$ cat src/rtl/parameterized_barrel_unshifter.sv
// Multi-cycle right-rotator: one log-stage per cycle over N cycles, with a
// valid/ready handshake on both sides. Latency is fixed at N regardless of amount.
module parameterized_barrel_unshifter #(
  parameter int N        = 4,
  parameter int NUM_BITS = 2**N
) (
  input  logic                clk,
  input  logic                reset,
  input  logic [NUM_BITS-1:0] in,
  input  logic [N-1:0]        shift_amount,
  input  logic                in_valid,
  output logic                in_ready,
  output logic [NUM_BITS-1:0] out,
  output logic                out_valid,
  input  logic                out_ready,
  output logic                busy
);

  localparam int STG_W = $clog2(N + 1);
  localparam logic [STG_W-1:0] LAST_STAGE = STG_W'(N - 1);

  typedef enum logic [1:0] {IDLE, SHIFT, DONE} state_t;

  state_t              state_q;
  logic [STG_W-1:0]    stage_q;
  logic [NUM_BITS-1:0] work_q;
  logic [NUM_BITS-1:0] work_d;
  logic [NUM_BITS-1:0] out_q;
  logic [N-1:0]        amt_q;
  logic [N-1:0]        amt_sh;
  logic                out_valid_q;
  logic                busy_q;

  function automatic logic [NUM_BITS-1:0] rotr(input logic [NUM_BITS-1:0] v,
                                                input int unsigned        a);
    logic [2*NUM_BITS-1:0] d;
    d = {v, v} >> (a % NUM_BITS);
    return d[NUM_BITS-1:0];
  endfunction

  // Stage k rotates by 2**k when bit k of the captured amount is set.
  always_comb begin
    amt_sh = amt_q >> stage_q;
    work_d = amt_sh[0] ? rotr(work_q, 32'd1 << stage_q) : work_q;
  end

  always_ff @(posedge clk) begin
    if (reset) begin
      state_q     <= IDLE;
      stage_q     <= '0;
      work_q      <= '0;
      amt_q       <= '0;
      out_q       <= '0;
      out_valid_q <= 1'b0;
      busy_q      <= 1'b0;
    end else begin
      case (state_q)
        IDLE: begin
          if (in_valid) begin
            work_q  <= in;
            amt_q   <= shift_amount;
            stage_q <= '0;
            busy_q  <= 1'b1;
            state_q <= SHIFT;
          end
        end
        SHIFT: begin
          work_q  <= work_d;
          stage_q <= stage_q + 1'b1;
          if (stage_q == LAST_STAGE) begin
            out_q       <= work_d;
            out_valid_q <= 1'b1;
            state_q     <= DONE;
          end
        end
        DONE: begin
          if (out_ready) begin
            out_valid_q <= 1'b0;
            busy_q      <= 1'b0;
            state_q     <= IDLE;
          end
        end
        default: state_q <= IDLE;
      endcase
    end
  end

  assign in_ready  = (state_q == IDLE) && !reset;
  assign out       = out_q;
  assign out_valid = out_valid_q;
  assign busy      = busy_q;

endmodule

$ cat config.mk
export PLATFORM = sky130hd
export DESIGN_NAME = parameterized_barrel_unshifter
export DESIGN_NICKNAME = d
export VERILOG_FILES = /design/src/rtl/parameterized_barrel_unshifter.sv
export SDC_FILE = /design/constraint.sdc
export NUM_CORES = 1
export LEC_CHECK = 0
export BUFFER_PORTS_ARGS = -buffer_cell sky130_fd_sc_hd__buf_2
export CAP_MARGIN = 15
export CORE_ASPECT_RATIO = 1.75
export CORE_MARGIN = 2
export CORE_UTILIZATION = 50
export CTS_CLUSTER_DIAMETER = 120
export DETAILED_ROUTE_END_ITERATION = 10
export PLACE_DENSITY_LB_ADDON = 0.1
export SETUP_SLACK_MARGIN = 0.3
export SLEW_MARGIN = 25
export SYNTH_ARGS = -nofsm -noshare
export SYNTH_HDL_FRONTEND = slang
export SYNTH_SLANG_ARGS = --single-unit
export TNS_END_PERCENT = 20
$ cat constraint.sdc
create_clock -name clk -period 2.3 [get_ports clk]
set_input_delay 0.115 -clock clk [delete_from_list [all_inputs] [get_ports clk]]
set_output_delay 0.115 -clock clk [all_outputs]
set_load 0.01 [all_outputs]
Word level (Yosys, flattened, before mapping)
Index checks and enable logic that the tools add are counted.
- bits in registers: 43
- output and inout bits: 19
- logic and storage cells: 43
- $add $sub $neg: 1
- shift-type cells: 3
- reduce and logical (&&, ||, !) cells: 12
- multiplexer cells: 14
- equality and inequality tests: 6
- operator list (kind ; number):
    2-to-1 mux 16 bit ; 2
    one-hot mux 16 bit (2 select lines) ; 1
    right shift 32 x 4 -> 16 bit ; 1
    AND reduction 3 bit ; 3
    2-to-1 mux 2 bit ; 3
    != test 2 bit (second input constant) ; 3
    one-hot mux 2 bit (3 select lines) ; 1
    one-hot mux 3 bit (2 select lines) ; 1
    AND reduction 2 bit ; 3
    nonzero test 2 bit ; 3
    one-hot mux 1 bit (2 select lines) ; 2
    << shifter 1 x 3 -> 4 bit (first input constant) ; 1
    right shift 4 x 3 -> 1 bit ; 1
    adder 3 x 1 -> 3 bit (second input constant) ; 1
    == test 3 x 2 -> 1 bit (second input constant) ; 1
    2-to-1 mux 1 bit ; 3
    2-to-1 mux 3 bit ; 1
    == test 2 x 1 -> 1 bit (second input constant) ; 1
    == test 2 bit (second input constant) ; 1
    zero test 2 bit ; 1
    logical AND 1 bit ; 1
    zero test 1 bit ; 1

Depth between registers and ports, before layout
- word-level depth: 4
- depth in mapped cells: 10

Least setup slack after synthesis
No wires, ideal clock.
- kind: register to register
- start: register stage_q[2]
- end: register out_q[11], in the netlist out[11]
- data arrival time: 2.127 ns
- required time: 2.214 ns
- stages on the path, launching flop included: 10
- buffers on the path: 3
- setup slack: 0.088 ns
- cells stage by stage: dfxtp_1 inv_1 buf_1 ha_1 buf_2 inv_2 nor2_1 clkbuf_1 nor2_1 a211oi_1
- word-level cells in the longest chain between the ends: 3
- elaborated cells between the ends (all ways): 6
- RTL lines (item ; RTL line ; RTL):
    start, declared ; 25 ; logic [STG_W-1:0] stage_q;
    start signal, assigned ; 69 ; stage_q <= stage_q + 1'b1;
    << shifter 1 x 3 -> 4 bit ; 44 ; work_d = amt_sh[0] ? rotr(work_q, 32'd1 << stage_q) : work_q;
    right shift 32 x 4 -> 16 bit ; 37 ; d = {v, v} >> (a % NUM_BITS);
    2-to-1 mux 16 bit ; 44 ;
    end signal, assigned ; 71 ; out_q <= work_d;
    end, declared ; 28 ; logic [NUM_BITS-1:0] out_q;
Several ways; a longest one is shown, not always the timed one.
A chain may end at the register's enable or synchronous reset.

Worst setup path in the final report
- start: register stage_q[0]
- end: register work_q[8]
- word-level cells in the longest chain between the ends: 4
- elaborated cells between the ends (all ways): 5
- RTL lines (item ; RTL line ; RTL):
    << shifter 1 x 3 -> 4 bit ; 44 ;
    right shift 32 x 4 -> 16 bit ; 37 ;
    2-to-1 mux 16 bit * ; 44 ;
    one-hot mux 16 bit (2 select lines) * ; 57 ; case (state_q)
    end signal, assigned ; 60 ; work_q <= in;
    end signal, assigned ; 68 ; work_q <= work_d;
    end, declared ; 26 ; logic [NUM_BITS-1:0] work_q;
Every way passes the cells marked *; elsewhere a longest branch is shown, timed or not.

==> run summary <==
The commonest cells after synthesis are mux2i_1, nor2_1, dfxtp_1, o22ai_1, a21oi_1. The count of placed standard cells in the final layout, fillers left out came out at ~500. Summed over all instances, the cell type with the most area after synthesis is dfxtp_1. The number of nets still failing antenna checks after routing came out at 0. The wire length after detailed routing came out at around 11000 um. The count of mapped cells out of synthesis came out at 364. The run finished with clean final reports.

The number of antenna violations at the first check in global routing came out at 0. At the end of routability-driven placement, the weighted congestion stood at 1.13. The vertical extent of the die came out at between 100 and 150 um. The worst-path maximum fanout is 10. After global routing the overflow that remains totals 0.

The CTS tree is done. The number of global-route vias before repair came out at around 3300. The detailed placer's ending HPWL is around 8100 um. The post-synthesis average cell area came out at 8.83 sq um. STA classifies the critical path endpoint as a register. The static leakage power came out at 1.59 nW. The post-layout instance area came out at approximately 4000 sq um.

For the final routed database, the setup TNS stands at 0 ns. Clock skew on the completed layout was measured at 0.0177 ns. In the routed design, unresolved DRC markers number 0. The die footprint came out at between 7000 and 8000 sq um.

The diode insertion count for antenna repair came out at 0. No sink is reached through more buffers than the 2 on the longest clock path. The area growth from synthesis to layout is 25.4%. The post-synthesis cell area is 3210 sq um. The placeable core area came out at between 6000 and 7000 sq um. The hold buffer count at cts is 0. The clock slew seen by the registers of the worst setup and hold paths is about 0.1 ns.

The count of clock tree sinks is 43. The slew of the pin with the lowest slew margin is approximately 0.47 ns. The number of synthesized flops with an enable pin came out at 0.

The power density over the cells is roughly 580 nW/um^2. In the final layout, the share of cells above drive strength 1 is about two fifths. The wire length of the first global-routing pass is around 17000 um. The fraction of registers with async set/reset is 0%. The most used flip-flop cell after synthesis is dfxtp_1. The setup violation total in the final timing report is 0.

The cell sitting at the root of the clock tree is a clkbuf_8. The critical path startpoint category is a register. The fmax came out at around 0.47 GHz. The synthesized netlist net count is around 400. The number of nets in the layout is about 450. In this run the horizontal extent of the chip is around 65 um. After detailed placement, the total cell area comes to ~3600 sq um. The number of max-slew violations in the final report came to 0.

The fraction of the cycle the final worst path needs is 93.0%. The arrival time at the worst endpoint came out at ~2.3 ns. The critical path in this run is classified as reg -> reg. The number of failing hold endpoints at the final stage was 0. Setup repair after global routing could not meet its margin everywhere.

The count of yosys warnings during synthesis is 0. The overall power after layout is 2.33 mW. In this run the count of I/O pins placed on the die edge is 43. The CTS buffer count is 5. The number of distinct library cells after synthesis came out at 42. The minimum period implied by the final worst setup slack came out at 2.14 ns. The initial core utilization came out at between 50% and 60%. The global routing usage summed across all routing layers is 32.7%. The max-slew headroom at the worst pin came out at around 70%. The final routed wire length divided by cell count is between 20 and 25 um. CTS built an H-tree with a depth of 2. The standard-cell row count is 38. The port buffer count came out at 42. The synthesized design devotes to its leading area cell type 26.8% of total area. The routed layout has approximately 3200 vias. Counting flops and latches in the post-synthesis netlist gives 43. For this run, the register share of the synthesized area comes to 26.8%. Yosys attributes the largest share of cell area to dfxtp_1, mux2i_1, nor2_1, o22ai_1, o221ai_1.

The cell count after placement is just under 500. The number of max-capacitance violations reported came out at 0. The number of iterations in the first detailed-routing pass is 5. The data required time of the critical path came out at ~2.5 ns.

The tightest min-delay check is of the in -> reg type. At the later pin of the worst-skew pair, clock insertion delay measures 0.32 ns. After the first detailed-routing iteration, the DRC count stood at 200. Entering global routing, the biggest net connects 34 pins.

Using the TritonRoute via totals, the vias-per-cell ratio works out to 6.42. The worst vdd rail ir drop is about 460 uV.
[flip-flops by register name, indices dropped and copies added (netlist names)]
register and count:
work_q 16, out_valid 1, amt_q 4, stage_q 3, state_q 2, out 16, busy 1
[per-layer routing]
metal  up-vias  track usage [%]  part of all wire [%]
li1       1504                -                     -
met1      1536             35.9                    37
met2       154             59.7                    52
met3        43             4.06                   5.7
met4         0             18.8                   5.4
met5         -                0                     0
[layout by cell type, fill, tap and decap left out, types with 3 or more instances in the layout]
cell	netlist	routed
buf_4	2	47
mux2i_1	53	43
nor2_1	53	42
buf_2	11	42
dfxtp_1	43	41
o22ai_1	25	25
a21oi_1	24	21
o22a_1	16	16
o221ai_1	16	16
a211oi_1	16	16
nor2_2	0	9
nor4_2	10	9
nand2_1	7	7
o21ai_0	6	6
mux2_1	7	6
mux2i_2	0	6
mux2_2	4	5
clkbuf_8	0	5
mux2i_4	0	4
nor4_4	3	4
inv_2	2	3
nor2b_1	3	3
a222oi_1	3	3
a21oi_2	0	3
[power breakdown]
part           switching, mW  internal (mW)
registers             0.0684          0.779
clock network          0.300          0.328
logic                  0.445          0.408
[area by class of cell]
cell class                      instances  area (sq um)
Timing Repair Buffer                   94           653
Clock inverter                          3          46.3
Fill cell                             569          2200
Clock buffer                            5          68.8
Inverter                                5          25.0
Tap cell                               80           100
Multi-Input combinational cell        274          2270
Sequential cell                        43           868
[path summary, 6_finish.rpt]
check	start	end	slack (ns)	cells past startpoint
worst max-delay path	stage_q[0]$_SDFFE_PP0P_	work_q[8]$_SDFFE_PP0P_	0.16	8
worst min-delay path	shift_amount[2]	amt_q[2]$_SDFFE_PP0P_	0.03	3
worst max register to register	stage_q[0]$_SDFFE_PP0P_	work_q[8]$_SDFFE_PP0P_	0.16	8
worst min register to register	busy$_SDFFE_PP0P_	busy$_SDFFE_PP0P_	0.47	2
[cells by family after synthesis]
kind of cell             synth area share [%]
AO/OA/AOI/OAI                            25.9
AND/OR/NAND/NOR                          16.4
multiplexers                             21.1
buffers and inverters                    7.87
flip-flops                               26.8
adder cells (fa/ha/maj)                  1.95
[critical path, stage by stage, from the launching register on]
cell	delay, ns
dfxtp_4	0.37
inv_4	0.07
ha_4	0.19
buf_12	0.14
or4b_4	0.47
buf_6	0.17
o221a_2	0.29
mux2i_1	0.22
o22ai_1	0.12
[metrics by stage]
stage / hold slack, ns / setup slack, ns / util [%]
2_1_floorplan: 0.251 / 0.306 / -
3_3_place_gp: 0.354 / 0.0186 / 58.3
3_5_place_dp: 0.361 / 0.00481 / 58.3
4_1_cts: 0.0262 / 0.233 / 63.4
5_1_grt: 0.0313 / 0.128 / 64.7
6_report: 0.0297 / 0.162 / 64.7
[repair_timing]
action | 4_1_cts | 5_1_grt
setup buffers | 6 | 4
resized for setup | 34 | 13
endpoints found under the hold margin | 0 | 0
pin swaps | 11 | 5
gates cloned | 1 | 0
setup endpoints to repair | 32 | 32
Power figures use the tool's default switching activity.
